--- src/rtl/multicycle_control_fsm.sv ---
// ============================================================================
// multicycle_control_fsm
//
// Control sequencer for a multi-cycle RV32I core built around one ALU, one
// unified memory and the IR/MDR/ALUOut registers. Each instruction steps
// through fetch, decode, execute, memory and writeback states. Memory
// accesses wait on a ready handshake, and a watchdog bounds how long any
// single access may stall. Illegal opcodes, memory timeouts and ECALL halts
// each park the machine in HALT and raise a sticky flag. A counter tracks
// retired instructions (one per PC update).
//
// Parameters
//   MEM_TIMEOUT  max wait cycles for mem_ready in a memory state (0 = no limit)
//   CNT_W        width of the retired-instruction counter
//
// Ports
//   clk           clock
//   reset_n       asynchronous active-low reset
//   opcode        IR[6:0], looked at only while decoding
//   bcond         branch-condition result from the ALU
//   halt_req      ECALL halt condition, computed outside this block
//   mem_ready     memory completes the current access this cycle
//   mem_read      memory read strobe
//   mem_write     memory write strobe
//   iord          memory address select: 0=PC, 1=ALUOut
//   ir_write      IR load enable
//   mdr_write     MDR load enable
//   aluout_write  ALUOut load enable
//   alu_src_a     ALU A select: 0=PC, 1=rs1
//   alu_src_b     ALU B select: 0=rs2, 1=const 4, 2=imm
//   alu_op        ALU operation: 0=add, 1=sub/compare, 2=funct-decoded
//   wb_sel        register writeback source: 0=ALUOut, 1=MDR, 2=live ALU
//   reg_write     register file write enable
//   pc_write      PC write enable
//   pc_source     PC source: 0=live ALU result, 1=ALUOut
//   halted        sticky: ECALL halt taken
//   illegal       sticky: unknown opcode decoded
//   bus_error     sticky: memory access timed out
//   instret       retired-instruction count, wraps
// ============================================================================
module multicycle_control_fsm #(
    parameter int MEM_TIMEOUT = 255,
    parameter int CNT_W       = 32
) (
    input  logic             clk,
    input  logic             reset_n,
    input  logic [6:0]       opcode,
    input  logic             bcond,
    input  logic             halt_req,
    input  logic             mem_ready,
    output logic             mem_read,
    output logic             mem_write,
    output logic             iord,
    output logic             ir_write,
    output logic             mdr_write,
    output logic             aluout_write,
    output logic             alu_src_a,
    output logic [1:0]       alu_src_b,
    output logic [1:0]       alu_op,
    output logic [1:0]       wb_sel,
    output logic             reg_write,
    output logic             pc_write,
    output logic             pc_source,
    output logic             halted,
    output logic             illegal,
    output logic             bus_error,
    output logic [CNT_W-1:0] instret
);

    localparam logic [6:0] OP_ARITH     = 7'b0110011;
    localparam logic [6:0] OP_ARITH_IMM = 7'b0010011;
    localparam logic [6:0] OP_LOAD      = 7'b0000011;
    localparam logic [6:0] OP_STORE     = 7'b0100011;
    localparam logic [6:0] OP_BRANCH    = 7'b1100011;
    localparam logic [6:0] OP_JAL       = 7'b1101111;
    localparam logic [6:0] OP_JALR      = 7'b1100111;
    localparam logic [6:0] OP_ECALL     = 7'b1110011;

    localparam bit               TMO_EN    = (MEM_TIMEOUT > 0);
    localparam int               TMO_W     = TMO_EN ? $clog2(MEM_TIMEOUT + 1) : 1;
    localparam logic [TMO_W-1:0] TMO_LIMIT = TMO_W'(MEM_TIMEOUT);

    typedef enum logic [3:0] {
        S_IF,
        S_ID,
        S_EX_ALU,
        S_EX_ADDR,
        S_EX_BR,
        S_EX_JALR,
        S_MEM_LD,
        S_MEM_ST,
        S_WB_ALU,
        S_WB_LD,
        S_JUMP,
        S_PC4,
        S_ECALL,
        S_HALT
    } state_t;

    state_t           state;
    state_t           state_next;
    logic [TMO_W-1:0] tmo_cnt;
    logic [TMO_W-1:0] tmo_next;
    logic             op_imm;
    logic             op_store;
    logic             in_wait;
    logic             tmo_expired;
    logic             set_illegal;
    logic             set_halted;

    // State register. Reset drops the machine straight back into fetch so an
    // instruction in flight is abandoned the moment reset_n falls.
    always_ff @(posedge clk or negedge reset_n) begin
        if (!reset_n) begin
            state <= S_IF;
        end else begin
            state <= state_next;
        end
    end

    // Next-state logic. Besides the normal sequencing this watches the three
    // states that wait on memory: once the stall count reaches the limit and
    // memory is still not ready, the machine gives up and halts. A ready on
    // that very cycle still completes the access. The stall count restarts
    // from zero whenever one of those states is entered, because any
    // transition (including MEM_ST back to IF) leaves tmo_next at zero.
    always_comb begin
        state_next  = state;
        set_illegal = 1'b0;
        set_halted  = 1'b0;
        in_wait     = (state == S_IF) || (state == S_MEM_LD) || (state == S_MEM_ST);
        tmo_expired = TMO_EN && in_wait && !mem_ready && (tmo_cnt == TMO_LIMIT);

        case (state)
            S_IF:      if (mem_ready) state_next = S_ID;
            S_ID: begin
                case (opcode)
                    OP_ARITH, OP_ARITH_IMM: state_next = S_EX_ALU;
                    OP_LOAD, OP_STORE:      state_next = S_EX_ADDR;
                    OP_BRANCH:              state_next = S_EX_BR;
                    OP_JAL:                 state_next = S_JUMP;
                    OP_JALR:                state_next = S_EX_JALR;
                    OP_ECALL:               state_next = S_ECALL;
                    default: begin
                        state_next  = S_HALT;
                        set_illegal = 1'b1;
                    end
                endcase
            end
            S_EX_ALU:  state_next = S_WB_ALU;
            S_WB_ALU:  state_next = S_IF;
            S_EX_ADDR: state_next = op_store ? S_MEM_ST : S_MEM_LD;
            S_MEM_LD:  if (mem_ready) state_next = S_WB_LD;
            S_WB_LD:   state_next = S_IF;
            S_MEM_ST:  if (mem_ready) state_next = S_IF;
            S_EX_BR:   state_next = bcond ? S_IF : S_PC4;
            S_PC4:     state_next = S_IF;
            S_EX_JALR: state_next = S_JUMP;
            S_JUMP:    state_next = S_IF;
            S_ECALL: begin
                if (halt_req) begin
                    state_next = S_HALT;
                    set_halted = 1'b1;
                end else begin
                    state_next = S_IF;
                end
            end
            S_HALT:    state_next = S_HALT;
            default:   state_next = S_IF;
        endcase

        if (tmo_expired) begin
            state_next = S_HALT;
        end

        tmo_next = '0;
        if (TMO_EN && in_wait && !mem_ready && !tmo_expired) begin
            tmo_next = tmo_cnt + TMO_W'(1);
        end
    end

    // Moore output decode. The only input-qualified outputs are the IR/MDR
    // load enables and the PC writes of MEM_ST, EX_BR and ECALL, which must
    // not fire unless the access finished, the branch is taken, or the ECALL
    // does not halt. While reset is held every strobe is forced low so no
    // datapath register or memory location is touched.
    always_comb begin
        mem_read     = 1'b0;
        mem_write    = 1'b0;
        iord         = 1'b0;
        ir_write     = 1'b0;
        mdr_write    = 1'b0;
        aluout_write = 1'b0;
        alu_src_a    = 1'b0;
        alu_src_b    = 2'd0;
        alu_op       = 2'd0;
        wb_sel       = 2'd0;
        reg_write    = 1'b0;
        pc_write     = 1'b0;
        pc_source    = 1'b0;

        case (state)
            S_IF: begin
                mem_read = 1'b1;
                ir_write = mem_ready;
            end
            S_ID: begin
                alu_src_b    = 2'd2;
                aluout_write = 1'b1;
            end
            S_EX_ALU: begin
                alu_src_a    = 1'b1;
                alu_src_b    = op_imm ? 2'd2 : 2'd0;
                alu_op       = 2'd2;
                aluout_write = 1'b1;
            end
            S_WB_ALU: begin
                reg_write = 1'b1;
                alu_src_b = 2'd1;
                pc_write  = 1'b1;
            end
            S_EX_ADDR, S_EX_JALR: begin
                alu_src_a    = 1'b1;
                alu_src_b    = 2'd2;
                aluout_write = 1'b1;
            end
            S_MEM_LD: begin
                mem_read  = 1'b1;
                iord      = 1'b1;
                mdr_write = mem_ready;
            end
            S_WB_LD: begin
                reg_write = 1'b1;
                wb_sel    = 2'd1;
                alu_src_b = 2'd1;
                pc_write  = 1'b1;
            end
            S_MEM_ST: begin
                mem_write = 1'b1;
                iord      = 1'b1;
                alu_src_b = 2'd1;
                pc_write  = mem_ready;
            end
            S_EX_BR: begin
                alu_src_a = 1'b1;
                alu_op    = 2'd1;
                pc_source = 1'b1;
                pc_write  = bcond;
            end
            S_PC4: begin
                alu_src_b = 2'd1;
                pc_write  = 1'b1;
            end
            S_JUMP: begin
                alu_src_b = 2'd1;
                wb_sel    = 2'd2;
                reg_write = 1'b1;
                pc_source = 1'b1;
                pc_write  = 1'b1;
            end
            S_ECALL: begin
                alu_src_b = 2'd1;
                pc_write  = !halt_req;
            end
            default: begin
            end
        endcase

        if (!reset_n) begin
            mem_read     = 1'b0;
            mem_write    = 1'b0;
            iord         = 1'b0;
            ir_write     = 1'b0;
            mdr_write    = 1'b0;
            aluout_write = 1'b0;
            alu_src_a    = 1'b0;
            alu_src_b    = 2'd0;
            alu_op       = 2'd0;
            wb_sel       = 2'd0;
            reg_write    = 1'b0;
            pc_write     = 1'b0;
            pc_source    = 1'b0;
        end
    end

    // Side registers: stall counter, the opcode class remembered from decode
    // (EX_ALU and EX_ADDR need it after the opcode is no longer looked at),
    // the sticky status flags, and the retired-instruction counter, which
    // counts every cycle that updates the PC.
    always_ff @(posedge clk or negedge reset_n) begin
        if (!reset_n) begin
            tmo_cnt   <= '0;
            op_imm    <= 1'b0;
            op_store  <= 1'b0;
            halted    <= 1'b0;
            illegal   <= 1'b0;
            bus_error <= 1'b0;
            instret   <= '0;
        end else begin
            tmo_cnt <= tmo_next;
            if (state == S_ID) begin
                op_imm   <= (opcode == OP_ARITH_IMM);
                op_store <= (opcode == OP_STORE);
            end
            if (set_halted) begin
                halted <= 1'b1;
            end
            if (set_illegal) begin
                illegal <= 1'b1;
            end
            if (tmo_expired) begin
                bus_error <= 1'b1;
            end
            if (pc_write) begin
                instret <= instret + CNT_W'(1);
            end
        end
    end

endmodule

--- config.mk ---
export PLATFORM = sky130hd
export DESIGN_NAME = multicycle_control_fsm
export DESIGN_NICKNAME = d
export VERILOG_FILES = /design/src/rtl/multicycle_control_fsm.sv
export SDC_FILE = /design/constraint.sdc
export NUM_CORES = 1
export LEC_CHECK = 0
export ABC_CLOCK_PERIOD_IN_PS = 4300
export BUFFER_PORTS_ARGS = -buffer_cell sky130_fd_sc_hd__buf_2
export CORE_MARGIN = 1.5
export CORE_UTILIZATION = 30
export DETAILED_ROUTE_END_ITERATION = 7
export GPL_TIMING_DRIVEN = 0
export PLACE_DENSITY = 0.54
export SLEW_MARGIN = 20
export SYNTH_ARGS = -nofsm -noshare
export SYNTH_HDL_FRONTEND = slang
export SYNTH_SLANG_ARGS = --single-unit
--- constraint.sdc ---
create_clock -name clk -period 4.3 [get_ports clk]
set_input_delay 0.215 -clock clk [delete_from_list [all_inputs] [get_ports clk]]
set_output_delay 0.215 -clock clk [all_outputs]
set_load 0.005 [all_outputs]
* Word level (Yosys, flattened, before mapping) *
Cells that the tools add are included.

word-level totals
  output and inout bits = 51
  bits in registers = 49

operators by class
  multiplexer cells = 41
  eq/ne operators = 25
  reductions and logical operators = 22
  add/subtract/negate cells = 2

operators by type and width
  operator               number
  $pmux 4 s10            1
  $add 32x1->32 const B  1
  $eq 7x7->1 const B     4
  $eq 4x4->1 const B     6
  $mux 1                 24
  $mux 4                 6
  $pmux 4 s6             1
  $eq 4x3->1 const B     4
  $eq 7x6->1 const B     2
  $reduce_or 4->1        3
  $reduce_or 2->1        5
  $ne 3x3->1 const B     3
  $add 8x1->8 const B    1
  $eq 4x2->1 const B     2
  $eq 8x8->1 const B     1
  $mux 2                 4
  $mux 8                 1
  $pmux 2 s2             2
  $reduce_or 8->1        1
  $eq 7x2->1 const B     1
  $eq 7x5->1 const B     1
  $pmux 2 s3             1
  $reduce_or 3->1        2
  $reduce_or 6->1        1
  other kinds (7)        12

* Depth between registers and ports, before layout *
Gate-level depths: netlist of run 1.

  word-level depth = 8
  gate-level depth with buffers = 7

* Least setup slack after synthesis of run 1 *
No wires, ideal clock.

  path kind = register to register
  start = register state[0]
  end = register instret[27]
  slack = 2,602 ps
  path buffers = 2
  stages on the path, launching flop included = 8
  data required time = 4,176 ps
  arrival time = 1,574 ps
  clock period less this slack = 1,698 ps
  cell sequence = dfrtp_1 -> buf_4 -> nor4b_4 -> o21ai_2 -> a211oi_4 -> buf_6 -> nand4_1 -> xnor2_1

on the way
  longest elaborated chain between the ends = 4
  elaborated cells on any way between the ends = 10
  classes of those cells = 7 x eq/ne; 2 x mux; 1 x reduce/logical

RTL lines
  item                              line  RTL
  start: declaration                100   state_t state;
  start signal: assignment          117   state <= state_next;
  $eq 4x4->1                        202   case (state)
  $reduce_or 4->1 (no source line)  n/a
  $pmux 1 s4 *                      202
  $mux 1 *                          269   if (!reset_n) begin
  end signal: assignment            315   instret <= instret + CNT_W'(1);
  end: declaration                  67    output logic [CNT_W-1:0] instret

Every way passes the cells marked *; elsewhere a longest branch is shown, timed or not.
A chain may end at the register's enable or synchronous reset.

* Worst setup path in the final report of run 1 *
  start = input port reset_n
  end = output port pc_write

on the way
  longest elaborated chain between the ends = 1

RTL lines
  item                line  RTL
  start: declaration  46    input logic reset_n,
  $mux 1              269
  end: declaration    62    output logic pc_write,

No other way between the ends.

==> results_dict.tcl, run 1 <==
set metrics [dict create \
    io_pins 63 \
    drc_errors 0 \
    antenna_found_initial 0 \
    worstHoldStart "opcode[5]" \
    crit_top_cell "buf_2" \
    die_w_um 97.5 \
    die-area_sq_um 9510 \
    dieHeight_um 97.5 \
    antenna-diode-count 0 \
    first_iter_violations 72 \
    grt_usage 0.137 \
    placed_area_sq_um 3130 \
    wl_per_cell_um 13.9 \
    core_area_sq_um 8680 \
    clk_pin_slew_ps 90 \
    ys_seq_elements 49 \
    grt_max_degree 57 \
    wl_mm 6.30 \
    reg2reg_depth 6 \
    setup_viol 0 \
    min_period_ps 2430 \
    endpoint_kind "primary output" \
    dp_slack_ps 2200 \
    drive_above_1_share 0.249 \
    firstDrtPassIters 4 \
    design_area_sq_um 3230 \
    yosysWarnings 0 \
    fin_ws_ps 1870 \
    crit_chain "dlygate4sd3_1, buf_4, o221ai_2, a21oi_1, buf_2, buf_2" \
    ys_seq_area_frac 0.457 \
    power.leakage_nw 1.56 \
    cpMaxStageDelayCell "buf_4" \
    cp_max_fo 56 \
    rsz0062_at_grt "false" \
    antenna_left 0 \
    cts-root-buf "clkbuf_8" \
    cts.sinks 49 \
    hold_viol 0 \
    grt_pass1_wl_mm 10.7 \
    worstSetupPathType "in2out" \
    gp_congestion 0.802 \
    skew_ps 13.2 \
    timing.fmax_mhz 412 \
    status "complete, no violations" \
    timing.hold.ws_ps 150 \
    synth-main-ff-cell "dfrtp_1" \
    synth_cell_types 52 \
    dp.cells 444 \
    dp_hpwl_mm 4.57 \
    required_ps 4090 \
    arrival_ps 2210 \
    cts_resized 0 \
    via_count 2299 \
    rr_startpoint "instret[0]" \
    start_util 0.309 \
    tightestPinTransition_ps 699 \
    fin_crit_sh 0.565 \
    post_cts_buffers 0 \
    drv_cap 0 \
    insertion_delay_ps 310 \
    slew_headroom 0.534 \
    powerDensity_nw_per_um2 398 \
    rows 34 \
    place.port_buffers 62 \
    synthArstFlopShare 1.00 \
    hp-class "in2reg" \
    setup.worst_path.start_class "primary input" \
    irDropWorstVdd_uv 167 \
    synthesis.nets 288 \
    slew_viol_final 0 \
    r2r_setup_slack_ps 2360 \
    slowest_delay_ps 560 \
    final_common_cell "buf_2" \
    final_cell_mix "buf_2, dfrtp_1, xnor2_1" \
    overflow 0 \
    final_core_util 0.372 \
    fin_nets 358 \
    htree_levels 2 \
    synth_edf_count 0 \
    holdPathStages 2 \
    synthToLayoutAreaGrowth_pct 20.4 \
    fin_setup_tns_ps 0 \
    hold_path_end "op_imm" \
    clockBufferDepth 2 \
    total_power_mw 1.29 \
    cts_buffers 5 \
    synthCells 274 \
    critical_path.reg2reg.endpoint "instret[22]" \
    grt_pass1_vias 2139 \
    viasPerCell 5.08 \
    synth.avg_cell_area_sq_um 9.79 \
    syn_area_sq_um 2680 \
    cts_tree "built" \
    stdcell_count 453 \
]
where the power goes:
group / internal [mW] / switching (mW)
registers: 0.501 / 0.0374
clock network: 0.116 / 0.167
logic: 0.187 / 0.278
total: 0.804 / 0.482
registers in the layout, indices dropped and copies added, names as in the netlist:
name	flops
tmo_cnt	8
op_imm	1
illegal	1
bus_error	1
instret	32
halted	1
op_store	1
state	4
final cells by class:
cell class | count | area, sq um
multi-input cells | 203 | 1350
fillers | 903 | 5450
repair buffers | 63 | 323
clock buffers | 5 | 68.8
flip-flops and latches | 49 | 1230
well taps | 108 | 135
plain buffers | 14 | 77.6
inverters | 8 | 30.0
clock inverters | 3 | 21.3
metal layers:
| layer | vias to the layer above | global-route usage | wire length (um) |
|---|---|---|---|
| met5 | - | 0 | 0 |
| met4 | 0 | 0.0341 | 53 |
| met3 | 8 | 0.0288 | 272 |
| met2 | 65 | 0.222 | 2920 |
| met1 | 1113 | 0.185 | 3050 |
| li1 | 1113 | - | - |
kinds of logic after synthesis:
logic type                 share of synthesized area
AOI/OAI and AO/OA                              0.102
xor gates and xnor gates                       0.124
adders and majority gates                    0.00933
DFF                                            0.457
muxes                                        0.00420
and+or+nand+nor                                0.263
buffers and inverters                         0.0401
synth_stat cells, types with 5 or more instances:
cell type   n  area share
xnor2_1    32        0.10
buf_2       5      0.0093
xor2_1      6       0.020
nor2b_1     5       0.012
dfrtp_1    49        0.46
nand3_1    16       0.030
nor2_1     24       0.034
and4_1      7       0.023
nand2_1    22       0.031
and3_1     13       0.030
inv_1       8       0.011
nand4_1    17       0.040
nand2b_1    7       0.016
how the worst max path moves through the flow:
stage	startpoint	to	slack, ps	cells after the start
2_1_floorplan	state[0]	instret[27]	2600	7
3_3_place_gp	reset_n	instret[27]	1740	6
3_5_place_dp	reset_n	instret[27]	2200	6
4_1_cts	reset_n	pc_write	1780	6
5_1_grt	reset_n	pc_write	1580	6
6_report	reset_n	pc_write	1870	6
critical path: cells and delay by family:
family                 cells  cell delay (ps)
buffers and inverters      4             1520
AOI/OAI and AO/OA          2              460
timing repair:
item | CTS | global route
endpoints found under the setup margin | 0 | 0
hold buffers | 1 | 0
endpoints found under the hold margin | 49 | 0
No activity file was read; power rests on OpenSTA's default activity.
==> run 2, diff against run 1 <==
- ABC_CLOCK_PERIOD_IN_PS: 4300 -> 2400
- clock period: 4.3 -> 2.4 ns (I/O delays scaled with it)
==> results_dict.tcl, run 2 (same netlist as run 1, synthesis figures left out) <==
set metrics [dict create \
    grt_usage 0.137 \
    largest_reg_flops 32 \
    cts_buffers 5 \
    multi_input_area_sq_um 1350 \
    status "complete, no violations" \
    seq_power_share 0.418 \
    min_period_ps 2070 \
    setup.worst_path.start_class "primary input" \
    core_area_sq_um 8680 \
    io_pins 63 \
    insertion_delay_ps 310 \
    drc_errors 0 \
    drv_cap 0 \
    regMostFlops "instret" \
    clk_pin_slew_ps 90 \
    slew_viol_final 0 \
    drive_above_1_share 0.249 \
    cts.sinks 49 \
    dp.cells 444 \
    pwr-share-comb 0.362 \
    endpoint_kind "primary output" \
    slew_headroom 0.665 \
    powerDensity_nw_per_um2 714 \
    fin_nets 358 \
    final_cell_mix "buf_2, dfrtp_1, xnor2_1" \
    final_common_cell "buf_2" \
    power.leakage_nw 1.56 \
    slowest_delay_ps 540 \
    fin_crit_sh 0.861 \
    rows 34 \
    cts_tree "built" \
    die_w_um 97.5 \
    first_iter_violations 72 \
    overflow 0 \
    worstSetupPathType "in2out" \
    htree_levels 2 \
    required_ps 2280 \
    switching_share 0.375 \
    wl_mm 6.31 \
    timing.hold.ws_ps 55.7 \
    intPower_mw 1.44 \
    antenna-diode-count 0 \
    place.port_buffers 62 \
    wl_per_cell_um 13.9 \
    gp_congestion 0.802 \
    top_regs "instret x32, tmo_cnt x8, state x4" \
    rsz0062_at_grt "false" \
    setup_viol 0 \
    antenna_found_initial 0 \
    pwr-share-clk 0.219 \
    stdcell_count 453 \
    timing.fmax_mhz 484 \
    fin_setup_tns_ps 0 \
    skew_ps 13.2 \
    total_power_mw 2.31 \
    design_area_sq_um 3230 \
    dp_hpwl_mm 4.57 \
    hp-class "in2reg" \
    post_cts_buffers 0 \
    tightestPinTransition_ps 503 \
    power.switching_mw 0.865 \
    cpLargestDelayFamily "buffers and inverters" \
    placed_area_sq_um 3130 \
    cpMaxStageDelayCell "dlygate4sd3_1" \
    crit_chain "dlygate4sd3_1, buf_6, o221ai_2, a21oi_1, buf_2, buf_2" \
    antenna_left 0 \
    synthToLayoutAreaGrowth_pct 20.6 \
    die-area_sq_um 9510 \
    arrival_ps 1950 \
    hold_viol 0 \
    cp_max_fo 56 \
    crit_top_cell "buf_2" \
    via_count 2290 \
    dieHeight_um 97.5 \
    fillers 903 \
    irDropWorstVdd_uv 300 \
    start_util 0.309 \
    grt_max_degree 57 \
    grt_pass1_wl_mm 10.7 \
    regArea_sq_um 1230 \
    clockBufferDepth 2 \
    viasPerCell 5.06 \
    cp.buffers_inverters 4 \
    cts-root-buf "clkbuf_8" \
    grt_pass1_vias 2139 \
    firstDrtPassIters 4 \
]
## run 2: cell types whose count changed in the layout (fill, tap and decap cells not counted)
| cell | change |
|---|---|
| buf_4 | -1 |
| buf_6 | +1 |
## run 2: per-layer routing
layer  vias up  routed length, um  global-route usage
met5         -                  0                   0
met4         0                 42              0.0341
met3         4                281              0.0288
met2        68               2920               0.222
met1      1106               3060               0.185
li1       1112                  -                   -
## run 2: cell type report
| cell class | instances | area share |
|---|---|---|
| buffer | 14 | 0.0240 |
| clock buffer | 5 | 0.0213 |
| clock inverter | 3 | 0.00658 |
| inverter | 8 | 0.00929 |
| multi-input combinational | 203 | 0.417 |
| sequential | 49 | 0.379 |
| tap | 108 | 0.0418 |
| timing repair buffer | 63 | 0.101 |
## run 2: worst reg2reg max path, cell delays in order, from the launching register on
cell and delay [ps]:
dfrtp_1 370, buf_2 180, nor2b_1 230, a31oi_1 220
a211oi_4 390, buf_6 200, nand4_1 120, xnor2_1 140
## run 2: repair_timing
action | 4_1_cts | 5_1_grt
setup endpoints to repair | 0 | 1
endpoints found under the hold margin | 49 | 0
hold buffers | 1 | 0
resized for setup | 0 | 1
## run 2: path summary, 6_finish.rpt
path / cells after the start / end / slack, ps / from
setup / recovery: 6 / pc_write / 330 / reset_n
hold / removal: 2 / op_imm / 60 / opcode[5]
setup reg to reg: 7 / instret[27] / 460 / state[3]
hold reg to reg: 1 / instret[31] / 470 / instret[31]
max in group asynchronous: 2 / state[3] / 1710 / reset_n
min in group asynchronous: 2 / instret[9] / 340 / reset_n
## run 2: power groups by stage
stage	Sequential [mW]	Combinational, mW	Clock (mW)
floorplan	0.972	0.572	0
global placement	0.979	0.827	0
detailed placement	0.984	0.832	0
CTS	0.967	0.838	0.537
global route	0.980	0.929	0.562
finish	0.965	0.836	0.506
## run 2: stage by stage
| stage | setup slack, ps | utilization |
|---|---|---|
| floorplan | 702 | - |
| global placement | -64.1 | 0.360 |
| detailed placement | 399 | 0.361 |
| CTS | 70.6 | 0.372 |
| global route | 73.6 | 0.373 |
| finish | 333 | 0.373 |
==> run 3, diff against run 2 <==
- REMOVE_ABC_BUFFERS: unset -> 1
==> results_dict.tcl, run 3 (same netlist as run 1, synthesis figures left out) <==
set metrics [dict create \
    powerDensity_nw_per_um2 730 \
    dieHeight_um 97.5 \
    core_area_sq_um 8680 \
    grt_pass1_vias 2038 \
    antenna_found_initial 0 \
    slew_headroom 0.605 \
    tightestPinTransition_ps 589 \
    power.switching_mw 0.837 \
    largest_reg_flops 32 \
    regArea_sq_um 1230 \
    die_w_um 97.5 \
    multi_input_area_sq_um 1360 \
    dr_wl_met2_mm 2.61 \
    power.leakage_nw 1.53 \
    final_core_util 0.371 \
    rows 34 \
    via_count 2202 \
    dp.cells 431 \
    pwr-share-comb 0.281 \
    r2r_setup_slack_ps 240 \
    die-area_sq_um 9510 \
    fillers 919 \
    final_cell_mix "buf_2, dfrtp_1, xnor2_1" \
    rsz0062_at_grt "false" \
    firstDrtPassIters 4 \
    dp_hpwl_mm 4.12 \
    clk_pin_slew_ps 90 \
    slowest_delay_ps 630 \
    hp-class "in2reg" \
    grt_max_degree 57 \
    skew_ps 4.69 \
    gp_congestion 0.777 \
    irDropWorstVdd_uv 268 \
    viasPerCell 4.99 \
    min_period_ps 2180 \
    wl_mm 5.76 \
    regMostFlops "instret" \
    setup.worst_path.start_class "flip-flop" \
    fin_nets 346 \
    worstSetupPathType "reg2out" \
    stdcell_count 441 \
    insertion_delay_ps 300 \
    wl_met3_um 251 \
    antenna-diode-count 0 \
    cts-root-buf "clkbuf_8" \
    pwr-share-clk 0.259 \
    cp_max_fo 14 \
    cpMaxStageDelayCell "dfrtp_1" \
    grt_usage 0.123 \
    io_pins 63 \
    cp.buffers_inverters 1 \
    cts_tree "built" \
    start_util 0.309 \
    cpLargestDelayFamily "compound AO/OA/AOI/OAI gates" \
    slew_viol_final 0 \
    required_ps 2280 \
    cts.sinks 49 \
    synthToLayoutAreaGrowth_pct 20.2 \
    htree_levels 2 \
    top_regs "instret x32, tmo_cnt x8, state x4" \
    wl_per_cell_um 13.1 \
    dr.max_layer_used "met4" \
    drv_cap 0 \
    drc_errors 0 \
    first_iter_violations 69 \
    overflow 0 \
    endpoint_kind "primary output" \
    setup_viol 0 \
    timing.fmax_mhz 458 \
    fin_crit_sh 0.910 \
    crit_chain "nor2b_1, a31oi_1, a21oi_4, buf_2" \
    clockBufferDepth 2 \
    drt-met1-wl_mm 2.86 \
    grt_pass1_wl_mm 9.79 \
    status "complete, no violations" \
    antenna_left 0 \
    intPower_mw 1.51 \
    final_common_cell "buf_2" \
    place.port_buffers 62 \
    switching_share 0.356 \
    cts_buffers 5 \
    hold_viol 0 \
    arrival_ps 2060 \
    seq_power_share 0.459 \
    drive_above_1_share 0.246 \
]
-- run 3: cell count changes in the layout (fill, tap and decap cells not counted), moves of 2 or more --
cell | before | now
clkbuf_1 | 4 | 0
dfrtp_1 | 49 | 47
buf_4 | 3 | 0
buf_2 | 66 | 61
dfrtp_2 | 0 | 2
-- run 3: cell type report --
type,instances,area share
Timing Repair Buffer,65,0.111
Tap cell,108,0.0419
Sequential cell,49,0.381
Multi-Input combinational cell,203,0.422
Inverter,8,0.00932
Clock inverter,3,0.0136
Clock buffer,5,0.0214
-- run 3: repair_timing --
item,in CTS,in global routing
setup endpoints to repair,0,24
gates resized for setup,0,4
endpoints found under the hold margin,49,0
hold buffers,1,0
setup buffers,0,1
-- run 3: path summary, 6_finish.rpt --
path,startpoint,endpoint,cells past startpoint
worst max-delay path,state[2],pc_write,4
worst min-delay path,opcode[5],op_imm,2
worst max register to register,state[2],instret[10],6
worst min register to register,bus_error,bus_error,1
max in group asynchronous,reset_n,state[0],2
min in group asynchronous,reset_n,instret[6],2
-- run 3: power by group through the flow --
stage / registers, mW / logic (mW) / clock network (mW)
after global routing: 1.10 / 0.741 / 0.660
final: 1.08 / 0.662 / 0.610
after floorplan: 1.05 / 0.437 / 0
after CTS: 1.08 / 0.664 / 0.635
after detailed placement: 1.10 / 0.660 / 0
after global placement: 1.09 / 0.642 / 0
-- run 3: stage by stage --
stage | cell area (sq um) | TNS [ps] | setup WS (ps) | power, mW | hold WS, ps
3_5_place_dp | 3070 | 0 | 64.9 | 1.75 | 220
3_3_place_gp | 3050 | -21120 | -1000 | 1.74 | 367
4_1_cts | 3190 | 0 | 17.4 | 2.38 | 43.1
6_report | 3220 | 0 | 217 | 2.35 | 49.1
2_1_floorplan | 2600 | 0 | 29.1 | 1.49 | -176
5_1_grt | 3220 | 0 | 84.0 | 2.50 | 50.3
-- run 3: layer usage --
metal	up-vias	track usage
met1	1055	0.172
li1	1091	-
met5	-	0
met2	49	0.191
met3	7	0.0266
met4	0	0.0363
